<file path="config.mk">
export PLATFORM = sky130hd
export DESIGN_NAME = reg_context_sequencer
export DESIGN_NICKNAME = d
export VERILOG_FILES = /design/src/rtl/cpu_pkg.sv /design/src/rtl/reg_context_sequencer.sv
export SDC_FILE = /design/constraint.sdc
export NUM_CORES = 1
export LEC_CHECK = 0
export CAP_MARGIN = 20
export CORE_AREA = 2 2 96 71
export DETAILED_ROUTE_END_ITERATION = 16
export DIE_AREA = 0 0 98 73
export HOLD_SLACK_MARGIN = 0.15
export PLACE_DENSITY = 0.77
export SLEW_MARGIN = 20
export SYNTH_ARGS = -nofsm -noshare
export SYNTH_HDL_FRONTEND = slang
export SYNTH_SLANG_ARGS = --single-unit
</file>
<file path="constraint.sdc">
create_clock -name clock -period 3 [get_ports clock]
set_input_delay 0.3 -clock clock [delete_from_list [all_inputs] [get_ports clock]]
set_output_delay 0.3 -clock clock [all_outputs]
set_load 0.05 [all_outputs]
</file>
<file path="src/rtl/cpu_pkg.sv">
// Shared CPU definitions: context-engine state encoding and datapath widths.
package cpu_pkg;

  typedef enum logic [1:0] {
    IDLE    = 2'd0,
    SAVE    = 2'd1,
    RESTORE = 2'd2,
    DONE    = 2'd3
  } ctx_state_t;

  localparam int DATA_W      = 16;
  localparam int REG_ADDR_W  = 4;
  localparam int BANKED_REGS = 8;

endpackage

</file>
<file path="src/rtl/reg_context_sequencer.sv">
// Interrupt/trap context engine: pushes banked r0..r(N-1) onto a full-descending
// memory stack (SAVE) and pops them back into the register file (RESTORE).
module reg_context_sequencer
  import cpu_pkg::*;
#(
  parameter int NUM_REGS = 8  // 1..BANKED_REGS
) (
  input  logic                  clock,
  input  logic                  reset,
  input  logic                  save_req,
  input  logic                  restore_req,
  input  logic [DATA_W-1:0]     base_addr,
  output logic                  busy,
  output logic                  done,
  output logic [DATA_W-1:0]     sp_out,
  output logic [REG_ADDR_W-1:0] poke_addr,
  input  logic [DATA_W-1:0]     poke_data,
  output logic [REG_ADDR_W-1:0] rf_write_addr,
  output logic [DATA_W-1:0]     rf_write_data,
  output logic                  rf_write_en,
  output logic [DATA_W-1:0]     mem_addr,
  output logic [DATA_W-1:0]     mem_wdata,
  output logic                  mem_we,
  output logic                  mem_re,
  input  logic [DATA_W-1:0]     mem_rdata,
  input  logic                  mem_ready
);

  localparam logic [2:0] LAST_IDX = 3'(NUM_REGS - 1);

  ctx_state_t        state_q, state_d;
  logic [2:0]        idx_q, idx_d;
  logic [DATA_W-1:0] sp_q, sp_d;

  // Next-state and output decode; the register file write is Mealy on mem_ready.
  always_comb begin
    state_d       = state_q;
    idx_d         = idx_q;
    sp_d          = sp_q;
    busy          = 1'b0;
    done          = 1'b0;
    sp_out        = sp_q;
    poke_addr     = {REG_ADDR_W{1'b0}};
    rf_write_addr = {REG_ADDR_W{1'b0}};
    rf_write_data = {DATA_W{1'b0}};
    rf_write_en   = 1'b0;
    mem_addr      = {DATA_W{1'b0}};
    mem_wdata     = {DATA_W{1'b0}};
    mem_we        = 1'b0;
    mem_re        = 1'b0;
    case (state_q)
      IDLE: begin
        if (save_req) begin
          state_d = SAVE;
          sp_d    = base_addr;
          idx_d   = 3'd0;
        end else if (restore_req) begin
          state_d = RESTORE;
          sp_d    = base_addr;
          idx_d   = LAST_IDX;
        end else begin
          state_d = IDLE;
        end
      end
      SAVE: begin
        busy      = 1'b1;
        poke_addr = {1'b0, idx_q};
        mem_addr  = sp_q - 16'd1;
        mem_wdata = poke_data;
        mem_we    = 1'b1;
        if (mem_ready) begin
          sp_d = sp_q - 16'd1;
          if (idx_q == LAST_IDX) begin
            state_d = DONE;
          end else begin
            idx_d = idx_q + 3'd1;
          end
        end else begin
          state_d = SAVE;
        end
      end
      RESTORE: begin
        busy     = 1'b1;
        mem_addr = sp_q;
        mem_re   = 1'b1;
        if (mem_ready) begin
          rf_write_en   = 1'b1;
          rf_write_addr = {1'b0, idx_q};
          rf_write_data = mem_rdata;
          sp_d          = sp_q + 16'd1;
          if (idx_q == 3'd0) begin
            state_d = DONE;
          end else begin
            idx_d = idx_q - 3'd1;
          end
        end else begin
          state_d = RESTORE;
        end
      end
      DONE: begin
        busy    = 1'b1;
        done    = 1'b1;
        state_d = IDLE;
      end
      default: begin
        state_d = IDLE;
      end
    endcase
  end

  // State, index and stack pointer registers; reset aborts any transfer in flight.
  always_ff @(posedge clock) begin
    if (reset) begin
      state_q <= IDLE;
      idx_q   <= 3'd0;
      sp_q    <= 16'd0;
    end else begin
      state_q <= state_d;
      idx_q   <= idx_d;
      sp_q    <= sp_d;
    end
  end

endmodule

</file>
==> flow_metrics.py <==
metrics = {
    "finish": {
        "final_common_cell": "clkdlybuf4s50_1",
        "fin_util": 0.6292,
        "nFillCells": 568,
        "fin_nets": 548,
        "seq_area_sq_um": 420.4,
        "area_delta_synth_final_pct": 61.26,
        "final_cell_mix": "70 x clkdlybuf4s50_1, 58 x buf_4, 36 x nor2_1",
        "multiInputGateArea_sq_mm": 0.001882,
        "diodes": 0,
        "drive_gt1_frac": 0.1955,
        "post-route-cell-area_sq_mm": 0.003995,
    },
    "critical_path": {
        "critPathLaunchType": "flip-flop",
        "slowest_delay_ns": 0.57,
        "crit_arrival_ns": 2.55,
        "cp_top_family": "simple AND/OR/NAND/NOR gates",
        "cp_num_buf_inv": 2,
        "cp-end-kind": "output port",
        "cp_max_fo": 11,
        "cp_slowest_cell": "or3b_2",
        "crit_type": "flip-flop to output port",
        "required_ns": 2.70,
        "path_cells": "inv_1, ha_1, or3b_2, nor4_1, nor2_1, o21ai_0, a21oi_2, buf_12",
    },
    "clock_tree": {
        "clk_latency_ns": 0.27,
        "post-cts-setup-buffer-count": 0,
        "cts-htree-levels": 1,
        "cts_tree": "done",
        "cts_inserted_buffers": 3,
        "cts_sinks": 21,
        "clk_pin_slew_ns": 0.08,
        "post_cts_resized": 0,
        "hold_buffers": 0,
        "cts_root_buffer": "clkbuf_8",
        "cts_buffer_depth": 2,
    },
    "global_route": {
        "grt_overflow_total": 0,
        "grtUsageMet3": 0.04598,
        "grt_pass1_wl_mm": 14.90,
        "grt_max_degree": 48,
        "busiest_layer": "met2",
        "grt.met1_usage": 0.3665,
        "grtUsageMet2": 0.3866,
        "track_usage": 0.2516,
        "antenna_found_initial": 0,
        "grt_pass1_vias": 3017,
    },
    "place": {
        "dp_hpwl_mm": 6.793,
        "gp_congestion": 0.9394,
        "port-buffer-count": 127,
        "post_dp_cell_area_sq_mm": 0.003938,
    },
    "synthesis": {
        "ys_ff_latch": 21,
        "netlist_area_sq_mm": 0.002477,
        "synthFlopType": "dfxtp_1",
        "synthCells": 376,
        "synth_edf_count": 0,
        "yosysUniqueCellTypes": 60,
        "yosysWarnings": 0,
        "synthArstFlopShare": 0,
        "avgSynthCellArea_sq_um": 6.589,
        "synth-seq-area-share": 0.1697,
    },
    "timing": {
        "skew_ns": 0.002243,
        "drv_slew": 0,
        "setup_violations": 0,
        "rsz0062_at_grt": "no",
        "max_slew_margin": 0.5251,
        "hold_violations": 0,
        "fin_crit_sh": 0.9510,
        "max_freq_mhz": 350.5,
        "period_needed_ns": 2.853,
        "worst_slew_pin_slew_ns": 0.7123,
    },
    "power": {
        "leakagePower_uw": 0.001587,
        "power_density_mw_per_mm2": 821.9,
        "irDropWorstVdd_v": 0.0006850,
    },
    "floorplanning": {
        "rows": 25,
        "start_util": 0.3901,
        "die_w_um": 98,
        "die_y_um": 73,
        "core_area_sq_mm": 0.006350,
        "pin_count": 130,
        "dieArea_sq_mm": 0.007154,
    },
    "routing": {
        "vias": 3370,
        "totalWireLength_mm": 9.412,
        "drc": 0,
        "final_antenna_net_count": 0,
        "wl_per_cell_um": 16.60,
        "dr.first_iter.drc_count": 271,
        "first_pass_iters": 5,
        "vias_per_cell": 5.944,
    },
    "run_status": {
        "status": "finished clean",
    },
    "hold_path": {
        "hp-class": "flip-flop to flip-flop",
    },
    "flow_run": {
        "drv_cap": 0,
    },
}
==> through the flow <==
stage	power [uW]	instances	hold slack, ns	setup slack (ns)	setup TNS (ns)
global route	3475	567	0.5632	0.01198	0
CTS	3239	567	0.5195	0.1340	0
global placement	3004	563	0.4830	0.5480	0
floorplan	2192	377	0.4658	-0.2054	-0.6066
finish	3284	567	0.5237	0.1470	0
detailed placement	3030	563	0.5081	0.4656	0
==> final cells by class <==
class / count / share of cell area
well taps: 81 / 0.02537
multi-input cells: 302 / 0.4710
clock inverters: 1 / 0.001253
flip-flops and latches: 21 / 0.1052
repair buffers: 146 / 0.3746
inverters: 13 / 0.01221
clock buffers: 3 / 0.01034
==> metal layers <==
layer / part of all wire / vias up
li1: - / 1606
met1: 0.43 / 1543
met2: 0.45 / 200
met3: 0.11 / 21
met4: 0.015 / 0
met5: 0 / -
==> tightest hold or removal path: stages, from the launching register on <==
cell	delay, ns
dfxtp_1	0.35
nand2_1	0.07
a21oi_1	0.06
==> state kept, by name, indices dropped and copies added (netlist names) <==
signal and count:
idx_q 3, sp_out 16, state_q 2
==> power breakdown <==
| group | internal, uW | leakage, uW | switching, uW |
|---|---|---|---|
| Clock | 93.0 | 0.0000255 | 107 |
| Combinational | 920 | 0.00139 | 1640 |
| Sequential | 368 | 0.000174 | 158 |
| Total | 1380 | 0.00159 | 1900 |
==> cells by family (layout without fill, tap and decap cells) <==
group	Yosys count	count (layout)	share of synthesized area
adders and majority gates	8	8	0.04343
xor gates and xnor gates	5	5	0.01768
buffers and inverters	54	163	0.08838
DFF	21	21	0.1697
muxes	2	2	0.008081
other	1	2	0.001514
and+or+nand+nor	169	169	0.3667
AOI/OAI and AO/OA	116	116	0.3046
==> Yosys cell counts, types with 5 or more instances <==
master,count,area (sq um)
nor3_1,14,70.07
inv_1,12,45.04
a31oi_1,5,31.28
nand4_1,6,37.54
dfxtp_1,21,420.4
clkbuf_1,34,127.6
o211ai_1,6,45.04
nor4_1,7,43.79
nor2_1,36,135.1
and2_1,18,112.6
ha_1,7,87.58
and3_1,24,150.1
a211oi_1,6,45.04
a311oi_1,5,43.79
a21oi_1,37,185.2
nand3_1,10,50.05
nand2_1,25,93.84
o21ai_0,23,115.1
or3_1,11,68.82
==> path summary, 6_finish.rpt <==
| kind | start | end | slack [ns] | cells past startpoint |
|---|---|---|---|---|
| setup / recovery | sp_out[1] | mem_addr[14] | 0.15 | 8 |
| hold / removal | state_q[0] | state_q[0] | 0.52 | 2 |
| setup reg to reg | state_q[0] | idx_q[2] | 0.51 | 8 |
| hold reg to reg | state_q[0] | state_q[0] | 0.52 | 2 |
(Power assumes the default switching activity.)
